<file path="src/rtl/multicycle_control.sv">
// Multi-cycle control FSM for the RV32 R-type/load/store/branch subset.
// Sequences one instruction over 3-5 states against a shared ready-handshake memory.
module multicycle_control #(
  parameter int MEM_TIMEOUT = 16,
  parameter int CNT_W       = 32
) (
  input  logic             clk,
  input  logic             reset,
  input  logic [6:0]       OpCode,
  input  logic             Zero,
  input  logic             mem_ready,
  output logic             PCWrite,
  output logic             PCSrc,
  output logic             IorD,
  output logic             IRWrite,
  output logic             MemRead,
  output logic             MemWrite,
  output logic             MemtoReg,
  output logic             RegWrite,
  output logic             Branch,
  output logic             AluSrcA,
  output logic [1:0]       AluSrcB,
  output logic [1:0]       Aluop,
  output logic [3:0]       state_o,
  output logic             err,
  output logic [1:0]       err_code,
  output logic [CNT_W-1:0] retired
);

  localparam int WAIT_W = $clog2(MEM_TIMEOUT) + 1;
  localparam logic [WAIT_W-1:0] WAIT_LAST = WAIT_W'(MEM_TIMEOUT - 1);

  localparam logic [6:0] OP_R  = 7'b0110011;
  localparam logic [6:0] OP_LD = 7'b0000011;
  localparam logic [6:0] OP_ST = 7'b0100011;
  localparam logic [6:0] OP_BR = 7'b1100011;

  typedef enum logic [3:0] {
    FETCH  = 4'd0,
    DECODE = 4'd1,
    MEMADR = 4'd2,
    MEMRD  = 4'd3,
    MEMWB  = 4'd4,
    MEMWR  = 4'd5,
    EXEC   = 4'd6,
    ALUWB  = 4'd7,
    BRANCH = 4'd8,
    ERR    = 4'd9
  } state_t;

  state_t            state, state_next;
  logic [WAIT_W-1:0] wait_cnt;
  logic [1:0]        code_next;
  logic              retire, mem_wait, timeout;

  assign mem_wait = ((state == FETCH) || (state == MEMRD) || (state == MEMWR)) && !mem_ready;
  assign timeout  = mem_wait && (wait_cnt == WAIT_LAST);

  always_comb begin
    state_next = state;
    code_next  = err_code;
    retire     = 1'b0;
    case (state)
      FETCH:  if (mem_ready) state_next = DECODE;
              else if (timeout) begin state_next = ERR; code_next = 2'b10; end
      DECODE: begin
        if (OpCode == OP_R)                         state_next = EXEC;
        else if ((OpCode == OP_LD) || (OpCode == OP_ST)) state_next = MEMADR;
        else if (OpCode == OP_BR)                   state_next = BRANCH;
        else begin state_next = ERR; code_next = 2'b01; end
      end
      MEMADR: state_next = (OpCode == OP_LD) ? MEMRD : MEMWR;
      MEMRD:  if (mem_ready) state_next = MEMWB;
              else if (timeout) begin state_next = ERR; code_next = 2'b10; end
      MEMWB:  begin state_next = FETCH; retire = 1'b1; end
      MEMWR:  if (mem_ready) begin state_next = FETCH; retire = 1'b1; end
              else if (timeout) begin state_next = ERR; code_next = 2'b10; end
      EXEC:   state_next = ALUWB;
      ALUWB:  begin state_next = FETCH; retire = 1'b1; end
      BRANCH: begin state_next = FETCH; retire = 1'b1; end
      ERR:    state_next = ERR;
      default: state_next = FETCH;
    endcase
  end

  // Registered state: wait counter restarts on every state change
  always_ff @(posedge clk or posedge reset) begin
    if (reset) begin
      state    <= FETCH;
      wait_cnt <= '0;
      err_code <= 2'b00;
      retired  <= '0;
    end else begin
      state    <= state_next;
      err_code <= code_next;
      if (state_next != state) wait_cnt <= '0;
      else if (mem_wait)       wait_cnt <= wait_cnt + 1'b1;
      if (retire) retired <= retired + 1'b1;
    end
  end

  // Strobe decode; reset masks everything so an aborted access drops at once
  always_comb begin
    PCWrite  = 1'b0;
    PCSrc    = 1'b0;
    IorD     = 1'b0;
    IRWrite  = 1'b0;
    MemRead  = 1'b0;
    MemWrite = 1'b0;
    MemtoReg = 1'b0;
    RegWrite = 1'b0;
    Branch   = 1'b0;
    AluSrcA  = 1'b0;
    AluSrcB  = 2'b00;
    Aluop    = 2'b00;
    if (!reset) begin
      case (state)
        FETCH: begin
          MemRead = 1'b1;
          AluSrcB = 2'b01;
          IRWrite = mem_ready;
          PCWrite = mem_ready;
        end
        DECODE: AluSrcB = 2'b10;
        MEMADR: begin AluSrcA = 1'b1; AluSrcB = 2'b10; end
        MEMRD:  begin MemRead = 1'b1; IorD = 1'b1; end
        MEMWB:  begin RegWrite = 1'b1; MemtoReg = 1'b1; end
        MEMWR:  begin MemWrite = 1'b1; IorD = 1'b1; end
        EXEC:   begin AluSrcA = 1'b1; Aluop = 2'b10; end
        ALUWB:  RegWrite = 1'b1;
        BRANCH: begin
          Branch  = 1'b1;
          AluSrcA = 1'b1;
          Aluop   = 2'b01;
          PCSrc   = 1'b1;
          PCWrite = Zero;
        end
        default: ;
      endcase
    end
  end

  assign state_o = state;
  assign err     = (state == ERR) && !reset;

endmodule
</file>
<file path="config.mk">
export PLATFORM = sky130hd
export DESIGN_NAME = multicycle_control
export DESIGN_NICKNAME = d
export VERILOG_FILES = /design/src/rtl/multicycle_control.sv
export SDC_FILE = /design/constraint.sdc
export NUM_CORES = 1
export LEC_CHECK = 0
export ABC_AREA = 1
export CAP_MARGIN = 20
export CORE_UTILIZATION = 46
export CTS_CLUSTER_DIAMETER = 120
export DETAILED_ROUTE_END_ITERATION = 16
export PLACE_DENSITY = 0.89
export SETUP_SLACK_MARGIN = 0.15
export SYNTH_ARGS = -nofsm -noshare
export SYNTH_HDL_FRONTEND = slang
export SYNTH_SLANG_ARGS = --single-unit
</file>
<file path="constraint.sdc">
create_clock -name clk -period 1.6 [get_ports clk]
set_clock_uncertainty 0.1 [all_clocks]
set_input_delay 0.32 -clock clk [delete_from_list [all_inputs] [get_ports clk]]
set_output_delay 0.32 -clock clk [all_outputs]
set_load 0.02 [all_outputs]
</file>
After elaboration in Yosys (flattened, before gate mapping)
Index checks and enable logic that the tools add are counted.
{"block": "word_totals", "output_inout_bits": 53, "inputBits": 11, "wordCells": 86, "ff_bits": 43}
{"block": "op_classes", "mux": 41, "n_eq_ne": 20, "addsub": 2, "reduce_logical": 19}
{"operator": "32-bit by 1-bit adder with 32-bit output (second input constant)", "n": 1}
{"operator": "4-bit case mux with 7 select lines", "n": 1}
{"operator": "4-bit 2-to-1 mux", "n": 6}
{"operator": "1-bit 2-to-1 mux", "n": 19}
{"operator": "4-bit by 3-bit == test with 1-bit output (second input constant)", "n": 4}
{"operator": "7-bit by 6-bit == test with 1-bit output (second input constant)", "n": 2}
{"operator": "2-bit 2-to-1 mux", "n": 7}
{"operator": "2-bit case mux with 2 select lines", "n": 3}
{"operator": "5-bit 2-to-1 mux", "n": 2}
{"operator": "3-bit OR reduction", "n": 3}
{"operator": "4-bit by 2-bit == test with 1-bit output (second input constant)", "n": 2}
{"operator": "4-bit == test (second input constant)", "n": 2}
{"operator": "2-bit inequality test (second input constant)", "n": 4}
{"operator": "2-bit OR reduction", "n": 4}
{"operator": "7-bit by 2-bit == test with 1-bit output (second input constant)", "n": 1}
{"operator": "7-bit == test (second input constant)", "n": 1}
{"operator": "6-bit AND reduction", "n": 1}
{"operator": "5-bit by 1-bit adder with 5-bit output (second input constant)", "n": 1}
{"operator": "5-bit by 4-bit == test with 1-bit output (second input constant)", "n": 1}
{"operator": "4-bit by 1-bit == test with 1-bit output (second input constant)", "n": 1}
{"operator": "4-bit zero test", "n": 1}
{"operator": "4-bit inequality test", "n": 1}
{"operator": "1-bit case mux with 2 select lines", "n": 2}
{"operator": "2-bit nonzero test", "n": 2}
{"operator": "other kinds (5)", "n": 10}

Depth between registers and ports, before layout
Gate-level depths: netlist of run 1.
{"block": "depth", "word_depth": 10, "mapped_depth": 12, "ltp_nobuf": 12}

Worst setup path after synthesis of run 1
No wires, ideal clock.
{"block": "synth_path", "path_type": "register to output", "start": "register state[1], in the netlist state_o[1]", "end": "output port PCWrite", "stages_incl_launch_ff": 6, "arrival_time_ps": 1545, "slack_ps": -365, "cell_sequence": "dfrtp_1 nor2_2 nand2_1 nor2_1 nand2_1 o21ai_0"}
{"block": "synth_via", "elab_chain_cells": 3, "word_cells_on_any_way": 4, "cone_classes": "eq/ne (1); mux (2); reduce/logical (1)"}
{"element": "start: declaration", "line_no": "51", "source": "state_t state, state_next;"}
{"element": "start signal: assignment", "line_no": "94", "source": "state <= state_next;"}
{"element": "4-bit == test / 4-bit zero test (equally long branches)", "line_no": "117", "source": "case (state)"}
{"element": "1-bit case mux with 2 select lines *", "line_no": "117"}
{"element": "1-bit 2-to-1 mux *", "line_no": "116", "source": "if (!reset) begin"}
{"element": "end: declaration", "line_no": "12", "source": "output logic PCWrite,"}
Mark *: on every way between the ends. The rest lies on a longest branch, timed or not.

Final worst setup path of run 1
{"block": "layout_path", "start": "register state[1], in the netlist state_o[1]", "end": "register retired[14]"}
{"block": "layout_via", "elab_chain_cells": 3, "word_cells_on_any_way": 6, "cone_classes": "eq/ne (4); mux (1); reduce/logical (1)"}
{"element": "4-bit == test / 4-bit by 3-bit == test with 1-bit output (equally long branches)", "line_no": "63", "source": "case (state)"}
{"element": "3-bit OR reduction (no line)"}
{"element": "1-bit case mux with 2 select lines *", "line_no": "63"}
{"element": "end signal: assignment", "line_no": "98", "source": "if (retire) retired <= retired + 1'b1;"}
{"element": "end: declaration", "line_no": "27", "source": "output logic [CNT_W-1:0] retired"}
Marked as above.
A chain may end at the register's enable or synchronous reset.

==> qor.yml, run 1 <==
clocking:
  ctsHtreeMaxLevel: 2
  ctsHoldBuffers: 0
  clock_sinks: 43
  cts_buffers: 5
  clk_latency_ns: 0.35
  clockRootBuffer: "clkbuf_8"
  clk_pin_slew_worst_paths_ns: 0.12
  clockBufferDepth: 2
  cts_tree: "done"
placement:
  globalplace.congestion: 0.9417
  portBuffers: 63
  dpl_worst_slack_ns: -0.6362
  dp.cells: 569
  hpwl_mm: 6.353
min_path:
  hp-class: "flop to flop"
logic_synthesis:
  synth_area_leaders: "dfrtp_1, nand2_1, xor2_1"
  synth-main-ff-cell: "dfrtp_1"
  yosysMostFrequentCell: "nand2_1"
  avgSynthCellArea_um2: 7.552
  yosys_warnings: 0
  syn_nets: 380
  synthTopCellsByCount: "nand2_1, nor2_1, inv_1"
  synth-edff-count: 0
  yosysTopAreaCellShare_pct: 38.93
  syn_inst: 366
  synth_top_cell_by_area: "dfrtp_1"
  synthArstFlopShare_pct: 100.0
  ys_types: 33
  netlist_area_mm2: 0.002764
  ys_seq_area_share_pct: 38.93
  synth-seq-cells: 43
status:
  violations: "setup timing"
  status: "finished with violations"
global_route:
  grt_antenna_before_repair: 1
  grt_usage_pct: 37.10
  grt_pass1_wl_mm: 17.53
  grt_max_degree: 44
  overflow: 0
  grt_pass1_vias: 3463
sta:
  relSlewSlack_pct: 62.46
  hold_ws_ns: 0.3821
  fin_crit_sh_pct: 151.6
  max_freq_mhz: 412.2
  period_needed_ns: 2.426
  slew_violations: 0
  tns_ns: -27.92
  rsz0062_at_grt: "yes"
  hold_viol_final: 0
  worst_pin_slew_ns: 0.5584
  final.setup.worst_slack_ns: -0.8258
  setup_viol: 62
detailed_routing:
  drtAntennaViolNets: 0
  wl_mm: 17.21
  vias_per_cell: 6.851
  vias: 4309
  routedWlPerCell_um: 27.37
  dr.pass1.iters: 11
  drc: 0
  drtIter0Drc: 889
die:
  fp-row-count: 27
  die_area_mm2: 0.006323
  die_h_um: 79.52
  core_area_mm2: 0.005642
  fp.dieW_um: 79.52
  start_util_pct: 48.99
  io_pins: 64
power_and_ir_drop:
  p_leak_uw: 0.002628
  ir_drop_mv: 1.471
  p_total_uw: 7191
  power_density_mw_per_mm2: 1357
worst_setup_path:
  crit_slowest_cell: "dfrtp_2"
  crit_arrival_ns: 2.49
  critPathMaxStageDelay_ns: 0.54
  required_ns: 1.66
  cp_max_fo: 7
  path_class: "flop to flop"
  cp-end-kind: "flop"
  crit_family: "flip-flops"
  startpoint_type: "flop"
  cp_num_buf_inv: 3
  path_cells: "inv_2 > buf_6 > nand2_2 > o21ai_2 > nand2_4 > nand2_8 > nand3_4 > buf_4 > xnor2_1"
cells_and_area:
  finalNonFillerCells: 629
  area.growth.synth_to_final_pct: 91.72
  drive_above_1_share_pct: 60.07
  final_nets: 569
flow_run:
  max_cap_viol_count: 0
-- metal layers --
metal	global-route usage (%)	share of wire, %
met4	22.36	11
met3	8.229	15
met2	62.65	42
met5	0	0
met1	42.57	32
-- layout by cell type (no fill, tap or decap), types with 4 or more instances in the layout --
cell / instances
dfrtp_2: 19
nor2_1: 21
buf_4: 99
o21ai_2: 6
inv_1: 40
buf_6: 56
clkdlybuf4s50_1: 10
nor3_2: 9
xnor2_1: 5
nand2_4: 7
nand2_8: 5
nor3_4: 5
inv_2: 9
nand2_2: 22
nand2_1: 61
nor2_2: 14
nor2_4: 21
nand4_1: 11
xor2_1: 25
dfrtp_1: 24
buf_2: 5
buf_12: 4
nand3_2: 7
clkbuf_8: 5
nand3_1: 14
clkbuf_2: 4
nand3_4: 8
-- stage by stage --
| step | area, um^2 | utilization (%) |
|---|---|---|
| 2_1_floorplan | 2967 | - |
| 3_3_place_gp | 4205 | 74.54 |
| 3_5_place_dp | 4205 | 74.54 |
| 4_1_cts | 4593 | 81.41 |
| 5_1_grt | 5299 | 93.92 |
| 6_report | 5299 | 93.92 |
-- path summary, 6_finish.rpt --
kind,from,endpoint,slack (ns),depth (start not counted)
max,state_o[1]$_DFF_PP0_,retired[14]$_DFFE_PP0P_,-0.83,9
min,retired[31]$_DFFE_PP0P_,retired[31]$_DFFE_PP0P_,0.38,1
max reg2reg,state_o[1]$_DFF_PP0_,retired[14]$_DFFE_PP0P_,-0.83,9
min reg2reg,retired[31]$_DFFE_PP0P_,retired[31]$_DFFE_PP0P_,0.38,1
max in group asynchronous,reset,retired[7]$_DFFE_PP0P_,0.55,5
min in group asynchronous,reset,retired[31]$_DFFE_PP0P_,0.57,5
-- worst reg2reg max path: cells and delay by family, from the launching register on --
family / cells / cell delay, ns
DFF: 1 / 0.54
and+or+nand+nor: 4 / 0.52
buffers and inverters: 3 / 0.44
xor gates and xnor gates: 1 / 0.43
AOI/OAI and AO/OA: 1 / 0.21
-- area by class of cell --
cell class / instances / area, um^2
Antenna cell: 1 / 2.502
Clock buffer: 5 / 68.82
Inverter: 51 / 202.7
Timing Repair Buffer: 185 / 1677
Sequential cell: 43 / 1100
Clock inverter: 3 / 23.77
Multi-Input combinational cell: 269 / 2135
Fill cell: 161 / 342.8
Tap cell: 72 / 90.09
-- registers in the layout, summed over array words and instances (netlist names) --
register	cells
state_o	4
err_code	2
wait_cnt	5
retired	32
-- power by group --
part / internal [uW] / switching (uW)
Combinational: 2020 / 2800
Sequential: 1310 / 239
Clock: 314 / 511
-- cell families after synthesis --
kind of cell / synth area share (%)
xor gates and xnor gates: 10.77
muxes: 0.4074
and+or+nand+nor: 37.03
DFF: 38.93
AOI/OAI and AO/OA: 3.576
adders and majority gates: 1.358
buffers and inverters: 7.922
-- timing repair --
| item | 4_1_cts | 5_1_grt |
|---|---|---|
| pin swaps | 25 | 34 |
| buffers inserted | 20 | 31 |
| endpoints found under the setup margin | 96 | 88 |
| resized for setup | 255 | 162 |
| gates cloned | 1 | 0 |
Power figures use the tool's default switching activity.
==> run 2, diff against run 1 <==
--- a/config.mk
+++ b/config.mk
@@ -8,7 +8,7 @@
 export ABC_AREA = 1
 export CAP_MARGIN = 20
 export CORE_UTILIZATION = 46
-export CTS_CLUSTER_DIAMETER = 120
+export CTS_CLUSTER_DIAMETER = 60
 export DETAILED_ROUTE_END_ITERATION = 16
 export PLACE_DENSITY = 0.89
 export SETUP_SLACK_MARGIN = 0.15
==> results of run 2 <==
The final DEF is identical to that of run 1; final timing and power are the same.
